[src/rtl/aes_round_seq.sv]
// aes_round_seq
// Iterative round sequencer for an AES-128/192/256 encryption datapath.
// It takes one block per input handshake and walks it through INIT (initial
// AddRoundKey), the middle rounds, and a FINAL round that bypasses the
// mix-columns stage. It then holds the result in DONE until downstream takes it.
//
// Parameters:
//   NUM_ROUNDS      total cipher rounds (10, 12 or 14)
//
// Ports:
//   clk_i           rising-edge clock
//   rst_ni          asynchronous active-low reset
//   in_valid_i      plaintext and key present on the datapath inputs
//   in_ready_o      sequencer can accept a block
//   out_valid_o     ciphertext in the datapath state register is valid
//   out_ready_i     downstream consumes the ciphertext
//   round_idx_o     current round number, 0..NUM_ROUNDS
//   rcon_o          round constant for the current key-schedule step
//   state_ld_o      load the datapath state register
//   key_ld_o        load the round-key register
//   first_round_o   state mux selects input XOR key
//   mixcol_bypass_o skip the mix-columns stage (final round)
//   busy_o          block in flight
//
// Optional feature (macro AES_SEQ_BLKCNT_EN):
//   cnt_clr_i       synchronous clear of the block counter
//   blk_count_o     count of completed output handshakes (wraps)

module aes_round_seq #(
  parameter int NUM_ROUNDS = 10
) (
  input  logic       clk_i,
  input  logic       rst_ni,
  input  logic       in_valid_i,
  output logic       in_ready_o,
  output logic       out_valid_o,
  input  logic       out_ready_i,
  output logic [3:0] round_idx_o,
  output logic [7:0] rcon_o,
  output logic       state_ld_o,
  output logic       key_ld_o,
  output logic       first_round_o,
  output logic       mixcol_bypass_o,
  output logic       busy_o
`ifdef AES_SEQ_BLKCNT_EN
  ,
  input  logic       cnt_clr_i,
  output logic [15:0] blk_count_o
`endif
);

  if (!(NUM_ROUNDS == 10 || NUM_ROUNDS == 12 || NUM_ROUNDS == 14)) begin : gen_bad_rounds
    $error("aes_round_seq: NUM_ROUNDS must be 10, 12 or 14");
  end

  localparam logic [3:0] LastRound = 4'(NUM_ROUNDS);

  typedef enum logic [2:0] {
    IDLE,
    INIT,
    ROUND,
    FINAL,
    DONE
  } state_e;

  state_e     state_q, state_d;
  logic [3:0] round_q, round_d;
  logic [7:0] rcon_q, rcon_d;
  logic       active_q, active_d;
  logic       first_q, first_d;
  logic       bypass_q, bypass_d;
  logic       valid_q, valid_d;
  logic       ready_q;

  // GF(2^8) doubling used to step the round constant.
  function automatic logic [7:0] xtime(input logic [7:0] v);
    xtime = {v[6:0], 1'b0} ^ (v[7] ? 8'h1B : 8'h00);
  endfunction

  // The ready flop holds in_ready low through reset and for the first edge after it.
  always_ff @(posedge clk_i or negedge rst_ni) begin
    if (!rst_ni) ready_q <= 1'b0;
    else         ready_q <= 1'b1;
  end

  assign in_ready_o = ready_q && (state_q == IDLE);

  // Next-state logic. round_d and rcon_d are the values for the state being
  // entered, so the registered index and constant stay aligned with state_q.
  always_comb begin
    state_d = state_q;
    round_d = round_q;
    rcon_d  = rcon_q;
    unique case (state_q)
      IDLE: begin
        round_d = 4'd0;
        rcon_d  = 8'h00;
        if (in_valid_i && in_ready_o) state_d = INIT;
      end
      INIT: begin
        state_d = ROUND;
        round_d = 4'd1;
        rcon_d  = 8'h01;
      end
      ROUND: begin
        round_d = round_q + 4'd1;
        rcon_d  = xtime(rcon_q);
        if (round_q + 4'd1 == LastRound) state_d = FINAL;
      end
      FINAL: begin
        state_d = DONE;
        rcon_d  = 8'h00;
      end
      DONE: begin
        if (out_ready_i) begin
          state_d = IDLE;
          round_d = 4'd0;
        end
      end
      default: begin
        state_d = IDLE;
        round_d = 4'd0;
        rcon_d  = 8'h00;
      end
    endcase
  end

  // Decoding the outputs from state_d lets them come straight from flops
  // while still lining up with the state they describe.
  always_comb begin
    active_d = (state_d == INIT) || (state_d == ROUND) || (state_d == FINAL);
    first_d  = (state_d == INIT);
    bypass_d = (state_d == FINAL);
    valid_d  = (state_d == DONE);
  end

  // State, counter and registered output flops.
  always_ff @(posedge clk_i or negedge rst_ni) begin
    if (!rst_ni) begin
      state_q  <= IDLE;
      round_q  <= 4'd0;
      rcon_q   <= 8'h00;
      active_q <= 1'b0;
      first_q  <= 1'b0;
      bypass_q <= 1'b0;
      valid_q  <= 1'b0;
    end else begin
      state_q  <= state_d;
      round_q  <= round_d;
      rcon_q   <= rcon_d;
      active_q <= active_d;
      first_q  <= first_d;
      bypass_q <= bypass_d;
      valid_q  <= valid_d;
    end
  end

  assign out_valid_o     = valid_q;
  assign round_idx_o     = round_q;
  assign rcon_o          = rcon_q;
  assign state_ld_o      = active_q;
  assign key_ld_o        = active_q;
  assign busy_o          = active_q;
  assign first_round_o   = first_q;
  assign mixcol_bypass_o = bypass_q;

`ifdef AES_SEQ_BLKCNT_EN
  logic [15:0] blk_cnt_q;

  // The clear takes priority over a coincident output handshake.
  always_ff @(posedge clk_i or negedge rst_ni) begin
    if (!rst_ni)                                blk_cnt_q <= 16'd0;
    else if (cnt_clr_i)                         blk_cnt_q <= 16'd0;
    else if ((state_q == DONE) && out_ready_i)  blk_cnt_q <= blk_cnt_q + 16'd1;
  end

  assign blk_count_o = blk_cnt_q;
`endif

endmodule

[config.mk]
export PLATFORM = sky130hd
export DESIGN_NAME = aes_round_seq
export DESIGN_NICKNAME = d
export VERILOG_FILES = /design/src/rtl/aes_round_seq.sv
export SDC_FILE = /design/constraint.sdc
export NUM_CORES = 1
export LEC_CHECK = 0
export ABC_CLOCK_PERIOD_IN_PS = 3450
export CAP_MARGIN = 30
export CORE_MARGIN = 2
export CORE_UTILIZATION = 54
export CTS_BUF_LIST = sky130_fd_sc_hd__clkbuf_2 sky130_fd_sc_hd__clkbuf_4 sky130_fd_sc_hd__clkbuf_8
export DETAILED_ROUTE_END_ITERATION = 10
export PLACE_DENSITY_LB_ADDON = 0.05
export SETUP_SLACK_MARGIN = 0.5
export SKIP_LAST_GASP = 1
export SLEW_MARGIN = 10
export SYNTH_ARGS = -nofsm -noshare
export SYNTH_HDL_FRONTEND = slang
export SYNTH_SLANG_ARGS = --single-unit
[constraint.sdc]
create_clock -name clk_i -period 3.45 [get_ports clk_i]
set_input_delay 0.5175 -clock clk_i [delete_from_list [all_inputs] [get_ports clk_i]]
set_output_delay 0.5175 -clock clk_i [all_outputs]
set_load 0.05 [all_outputs]
== Word level (Yosys, flattened, before mapping) ==
Cells that the tools add are included.
Operators by class
  add/sub/neg operators: 1
  equal/unequal tests: 10
  mux-type cells: 8
  bitwise gates (word level): 2
  reductions and logical operators: 6
Operator list (number)
  $pmux 8 s3: 1
  $pmux 4 s4: 1
  $pmux 3 s5: 1
  $eq 3x2->1 const B: 4
  $mux 3: 3
  $xor 8x5->8: 1
  $eq 3x1->1 const B: 2
  $eq 3x3->1 const B: 2
  $mux 5: 1
  $add 4x1->4 const B: 1
  $eq 4x4->1 const B: 1
  $mux 4: 1
  $logic_not 3->1: 1
  $logic_and 1x1->1: 2
  $logic_or 1x1->1: 2
  $ne 2x2->1 const B: 1
  $reduce_and 2->1: 1
  $not 1->1: 1
Storage, ports and cells
  register bits after elaboration: 20
  output and inout port bits: 19
  word-level logic and storage cells: 35

== Longest topological paths before layout ==
Gate-level depths: netlist of the first run.
  depth in word-level cells: 8
  depth in mapped cells: 5
  mapped depth without buffers: 4

== Worst setup path after synthesis of the first run ==
Ideal clock, no wire load.
  kind: register to output
  start point: reg state_q[0]
  end point: out in_ready_o
  data arrival time: 1.558 ns
  slack: 1.375 ns
  stages on the path, launching flop included: 3
  cell sequence: dfrtp_1 -> buf_2 -> nor4b_2
Between the ends
  longest elaborated chain between the ends: 2
Ends and longest elaborated chain
  start: declaration: line 66  | state_e state_q, state_d;
  start signal: assignment: line 148  | state_q <= state_d;
  $logic_not 3->1: line 86  | assign in_ready_o = ready_q && (state_q == IDLE);
  $logic_and 1x1->1: line 86
  end: declaration: line 35  | output logic in_ready_o,
Every way passes these cells.

== Worst setup path in the final report of the first run ==
Ends and elaborated chain as after synthesis.

==> results of run 1 <==
[state kept, by name, indices dropped and copies added (netlist names)]
register / flops
busy_o: 1
first_round_o: 1
mixcol_bypass_o: 1
out_valid_o: 1
rcon_o: 8
ready_q: 1
round_idx_o: 4
state_q: 3
[how the worst max path moves through the flow]
stage	start	to	slack [ps]	cells past startpoint
2_1_floorplan	state_q[0]$_DFF_PN0_	in_ready_o	1370	2
3_3_place_gp	state_q[0]$_DFF_PN0_	in_ready_o	1240	2
3_5_place_dp	state_q[0]$_DFF_PN0_	in_ready_o	1220	2
4_1_cts	state_q[0]$_DFF_PN0_	in_ready_o	860	2
5_1_grt	state_q[0]$_DFF_PN0_	in_ready_o	770	2
6_report	state_q[0]$_DFF_PN0_	in_ready_o	890	2
[per-stage QoR]
| step | utilization, % | cells | worst slack [ps] | hold WS, ps | power [W] |
|---|---|---|---|---|---|
| 2_1_floorplan | - | 86 | 1370 | 222 | 0.000607 |
| 3_3_place_gp | 67.4 | 116 | 1240 | 559 | 0.000691 |
| 3_5_place_dp | 67.4 | 116 | 1220 | 563 | 0.000697 |
| 4_1_cts | 70.5 | 120 | 863 | 590 | 0.000885 |
| 5_1_grt | 70.5 | 120 | 773 | 640 | 0.000923 |
| 6_report | 70.5 | 120 | 887 | 584 | 0.000879 |
[placed cells by master, fill, tap and decap left out, types with 2 or more instances in the layout]
master,instances
a211o_1,2
a22o_1,2
dfrtp_1,20
nor2b_1,5
clkbuf_4,3
clkdlybuf4s50_1,22
nor3b_2,2
nor3_1,2
inv_1,3
xor2_1,4
a22oi_1,7
o21ai_0,2
nand2_1,2
nor2_1,10
ha_1,2
[logic make-up (layout without fill, tap and decap cells)]
group	Yosys count	in the layout	share of synthesized area (%)
AO/OA/AOI/OAI	18	18	13.9
XOR/XNOR	5	5	4.63
adder cells (fa/ha/maj)	2	2	2.65
buffers and inverters	12	29	6.35
flip-flops	20	20	52.9
multiplexers	1	1	1.06
other	1	1	0.396
AND/OR/NAND/NOR	27	27	18.1
[worst register-to-register path, stage by stage (launching register included)]
cell and delay, ps:
dfrtp_1 560, or3b_1 540, o31ai_1 280
[metal layers]
| metal | routed length (um) | vias to the layer above | GRT usage (%) |
|---|---|---|---|
| met4 | 12 | 0 | 8.57 |
| met2 | 740 | 13 | 26.7 |
| met1 | 843 | 323 | 28.6 |
| met3 | 53 | 2 | 2.38 |
| li1 | - | 327 | - |
| met5 | 0 | - | 0 |
[area by class of cell]
type	count	area (sq um)	area share (%)
timing repair buffer	22	220	18.5
multi-input combinational	54	385	32.4
clock inverter	1	30.0	2.52
clock buffer	3	22.5	1.89
sequential	20	500	42.0
tap	17	21.3	1.79
inverter	3	11.3	0.945
[power by group through the flow]
stage / Sequential, W / Clock (W) / Combinational, W
floorplan: 0.000394 / 0 / 0.000213
global placement: 0.000328 / 0 / 0.000364
detailed placement: 0.000330 / 0 / 0.000367
CTS: 0.000325 / 0.000192 / 0.000369
global route: 0.000336 / 0.000198 / 0.000390
finish: 0.000326 / 0.000187 / 0.000366
==> flow_metrics.env, run 1 <==
export IMPL_post_cts_setup_buffers=0
export IMPL_power_share_sequential_pct=37.0
export IMPL_start_kind="flip-flop"
export IMPL_n_fill_cell=131
export IMPL_worst_pin_slew_ps=859
export IMPL_gp_congestion=0.769
export IMPL_clkSinkCount=20
export IMPL_synth_cell_area_sq_um=946
export IMPL_yosys_warnings=0
export IMPL_ioPinCount=23
export IMPL_port_buffers=22
export IMPL_synth_top_cell_area_share_pct=52.9
export IMPL_clk_pin_slew_ps=110
export IMPL_grt_overflow=0
export IMPL_numCtsBuffers=3
export IMPL_r2r_start="state_q[0]$_DFF_PN0_"
export IMPL_reg2reg_depth=2
export IMPL_clkPwrFrac_pct=21.3
export IMPL_worstHoldStart="rcon_o[5]$_DFFE_PN0N_"
export IMPL_max_stage_delay_ps=860
export IMPL_fin_crit_sh_pct=74.3
export IMPL_final_nets=110
export IMPL_critPathMaxFanout=14
export IMPL_diodes=0
export IMPL_cts_root_buf="clkbuf_4"
export IMPL_cp_slowest_cell="clkdlybuf4s50_1"
export IMPL_die_w_um=45.9
export IMPL_synthTopCellsByArea="dfrtp_1, a22oi_1, nor2_1, xor2_1, nor2b_1"
export IMPL_route_vias_total=665
export IMPL_ff2ff_setup_slack_ps=1970
export IMPL_die_h_um=45.9
export IMPL_path_class="reg2out"
export IMPL_cts_resized=0
export IMPL_ys_async_sr_fraction_pct=100
export IMPL_synth_seq_cells=20
export IMPL_crit_buf_inv=1
export IMPL_power_density_nw_per_um2=738
export IMPL_cts_htree_levels=1
export IMPL_p_int_w=0.000511
export IMPL_grt_usage_pct=18.9
export IMPL_die_area_sq_um=2100
export IMPL_area_growth_pct=25.9
export IMPL_grt_pass1_wl_um=2750
export IMPL_synth_fp_nets=92
export IMPL_synth_top_flop_cell="dfrtp_1"
export IMPL_avgSynthCellArea_sq_um=11.0
export IMPL_leakage_nw=0.561
export IMPL_placed_cell_area_sq_um=1140
export IMPL_status="complete, no violations"
export IMPL_cap_violations=0
export IMPL_tns_ps=0
export IMPL_cp_cell_sequence="nor4b_2, clkdlybuf4s50_1"
export IMPL_worstHoldPathType="reg2reg"
export IMPL_p_sw_share_pct=41.9
export IMPL_seq_area_frac_synth_pct=52.9
export IMPL_drive_gt1_share_pct=7.77
export IMPL_hold_buffers=0
export IMPL_crit_required_ps=2930
export IMPL_dpl_hpwl_um=1190
export IMPL_skew_ps=6.65
export IMPL_final_hold_viol_count=0
export IMPL_crit_family="buffers and inverters"
export IMPL_worst_endpoint_arrival_ps=2050
export IMPL_ir_drop_mv=0.502
export IMPL_grt_pass1_vias=592
export IMPL_switching_power_w=0.000368
export IMPL_antenna_found_initial=0
export IMPL_synth_most_common_cell="dfrtp_1"
export IMPL_synth_area_leader_cell="dfrtp_1"
export IMPL_drtIter0Drc=12
export IMPL_hold_depth=2
export IMPL_route_detailed_drc=0
export IMPL_min_to="rcon_o[5]$_DFFE_PN0N_"
export IMPL_setup_viol=0
export IMPL_coreArea_sq_um=1690
export IMPL_initial_core_util_pct=56.0
export IMPL_cts_tree="done"
export IMPL_p_comb_share_pct=41.7
export IMPL_post_drt_wl_per_cell_um=13.7
export IMPL_ant_nets=0
export IMPL_period_needed_ps=2560
export IMPL_synth_distinct_cells=30
export IMPL_crit_path_end_kind="primary output"
export IMPL_slew_violations=0
export IMPL_fmax_mhz=390
export IMPL_insertion_delay_ps=290
export IMPL_relSlewSlack_pct=42.6
export IMPL_rows=15
export IMPL_synth_top_cells_by_count="dfrtp_1, nor2_1, a22oi_1"
export IMPL_drt_total_wl_um=1650
export IMPL_rsz0062_at_grt="false"
export IMPL_syn_inst=86
export IMPL_cts_path_max_buffers=2
export IMPL_final_area_sq_um=1190
export IMPL_synth_edf_count=0
export IMPL_grt_max_degree=21
export IMPL_viasPerCell=5.54
export IMPL_timing_rr_end="state_q[0]$_DFF_PN0_"
export IMPL_firstDrtPassIters=4
Note: power is estimated with default switching activity, not from simulation.
==> run 2, diff against run 1 <==
--- a/config.mk
+++ b/config.mk
@@ -5,10 +5,10 @@
 export SDC_FILE = /design/constraint.sdc
 export NUM_CORES = 1
 export LEC_CHECK = 0
-export ABC_CLOCK_PERIOD_IN_PS = 3450
+export ABC_CLOCK_PERIOD_IN_PS = 2550
 export CAP_MARGIN = 30
 export CORE_MARGIN = 2
-export CORE_UTILIZATION = 54
+export CORE_UTILIZATION = 50
 export CTS_BUF_LIST = sky130_fd_sc_hd__clkbuf_2 sky130_fd_sc_hd__clkbuf_4 sky130_fd_sc_hd__clkbuf_8
 export DETAILED_ROUTE_END_ITERATION = 10
 export PLACE_DENSITY_LB_ADDON = 0.05
==> constraint.sdc (replaced) <==
create_clock -name clk_i -period 2.55 [get_ports clk_i]
set_input_delay 0.3825 -clock clk_i [delete_from_list [all_inputs] [get_ports clk_i]]
set_output_delay 0.3825 -clock clk_i [all_outputs]
set_load 0.05 [all_outputs]
==> run 2 against run 1 <==
Net effect:
- wire length grew 3.3%
- cell count is 7.5% higher
- non-clock buffer count is 1 higher
- clock skew is 3.0 ps lower
- worst setup slack got worse by 310 ps
- clock power down 5%
- largest power group unchanged
- highest routed layer unchanged
==> flow_metrics.env, run 2 (synthesis gave the netlist of run 1 again) <==
export IMPL_port_buffers=22
export IMPL_critPathMaxFanout=14
export IMPL_grt_pass1_wl_um=2700
export IMPL_cts_path_max_buffers=2
export IMPL_area_growth_pct=27.0
export IMPL_cap_violations=0
export IMPL_worstHoldPathType="in2async"
export IMPL_final_cell_mix="dfrtp_1, clkdlybuf4s50_1, nor2_1"
export IMPL_initial_core_util_pct=54.2
export IMPL_fin_util_pct=68.8
export IMPL_path_class="reg2out"
export IMPL_ioPinCount=23
export IMPL_fin_crit_sh_pct=77.2
export IMPL_power_density_nw_per_um2=925
export IMPL_die_w_um=47.5
export IMPL_max_stage_delay_ps=570
export IMPL_relSlewSlack_pct=65.3
export IMPL_whs_ps=404
export IMPL_largest_reg_flops=8
export IMPL_diodes=0
export IMPL_insertion_delay_ps=300
export IMPL_crit_path_end_kind="primary output"
export IMPL_slew_violations=0
export IMPL_crit_required_ps=2170
export IMPL_gp_congestion=0.731
export IMPL_drive_gt1_share_pct=9.62
export IMPL_tns_ps=0
export IMPL_ant_nets=0
export IMPL_final_common_cell="dfrtp_1"
export IMPL_rows=15
export IMPL_cp_cell_sequence="nor4b_2, clkdlybuf4s15_2"
export IMPL_die_h_um=47.5
export IMPL_dpl_hpwl_um=1200
export IMPL_numCtsBuffers=3
export IMPL_coreArea_sq_um=1750
export IMPL_ir_drop_mv=0.689
export IMPL_post_drt_wl_per_cell_um=13.2
export IMPL_clkSinkCount=20
export IMPL_final_hold_viol_count=0
export IMPL_grt_max_degree=21
export IMPL_total_power_w=0.00111
export IMPL_clk_pin_slew_ps=100
export IMPL_period_needed_ps=1970
export IMPL_cp_slowest_cell="dfrtp_1"
export IMPL_leakage_nw=0.610
export IMPL_firstDrtPassIters=4
export IMPL_viasPerCell=5.33
export IMPL_hold_buffers=0
export IMPL_cts_tree="done"
export IMPL_cts_htree_levels=1
export IMPL_skew_ps=3.68
export IMPL_post_cts_setup_buffers=0
export IMPL_fmax_mhz=508
export IMPL_worst_pin_slew_ps=519
export IMPL_start_kind="flip-flop"
export IMPL_cts_root_buf="clkbuf_4"
export IMPL_setup_viol=0
export IMPL_worst_endpoint_arrival_ps=1590
export IMPL_rsz0062_at_grt="false"
export IMPL_grt_overflow=0
export IMPL_die_area_sq_um=2260
export IMPL_ff2ff_setup_slack_ps=1070
export IMPL_final_nets=111
export IMPL_crit_buf_inv=1
export IMPL_route_vias_total=688
export IMPL_drtIter0Drc=11
export IMPL_grt_pass1_vias=586
export IMPL_antenna_found_initial=0
export IMPL_status="complete, no violations"
export IMPL_drt_total_wl_um=1700
export IMPL_dp_slack_ps=476
export IMPL_worst_slack_ps=582
export IMPL_crit_family="flip-flops"
export IMPL_route_detailed_drc=0
export IMPL_grt_usage_pct=18.0
-- run 2: changes by cell type in the layout (fill, tap and decap cells not counted) --
cell and delta:
buf_4 +1, bufinv_16 -1, clkbuf_8 +1, clkdlybuf4s15_2 +1, clkdlybuf4s50_1 -4, dlymetal6s2s_1 +3
-- run 2: layout make-up --
| class | instances | area, sq um |
|---|---|---|
| sequential | 20 | 500 |
| timing repair buffer | 23 | 236 |
| inverter | 3 | 11.3 |
| multi-input combinational | 54 | 385 |
| clock buffer | 4 | 36.3 |
| fill | 135 | 544 |
| tap | 25 | 31.3 |
-- run 2: final timing paths --
path / from / depth (start not counted) / endpoint
min in group clk_i: rcon_o[4]$_DFFE_PN0N_ / 2 / rcon_o[4]$_DFFE_PN0N_
worst min register to register: rcon_o[4]$_DFFE_PN0N_ / 2 / rcon_o[4]$_DFFE_PN0N_
worst max-delay path: state_q[0]$_DFF_PN0_ / 2 / in_ready_o
worst max register to register: state_q[0]$_DFF_PN0_ / 2 / state_q[0]$_DFF_PN0_
worst min-delay path: rst_ni / 2 / out_valid_o$_DFF_PN0_
max in group asynchronous: rst_ni / 2 / busy_o$_DFF_PN0_
-- run 2: timing repair --
item                                    CTS  global route
endpoints found under the setup margin    1             3
gates resized for setup                   4             3
pin swaps                                 0             0
-- run 2: routing by layer --
| layer | track usage, % | share of wire, % |
|---|---|---|
| met5 | 0 | 0 |
| met4 | 10.0 | 1.6 |
| met3 | 3.40 | 7.1 |
| met1 | 24.9 | 44 |
| met2 | 26.5 | 47 |
-- run 2: report_power, final --
part / internal, W / switching (W)
Sequential: 0.000365 / 0.0000778
Clock: 0.0000871 / 0.0000904
Combinational: 0.000165 / 0.000325
-- run 2: through the flow --
step / instances / instance area (sq um)
2_1_floorplan: 86 / 946
3_3_place_gp: 125 / 1160
3_5_place_dp: 125 / 1160
4_1_cts: 129 / 1190
5_1_grt: 129 / 1200
6_report: 129 / 1200
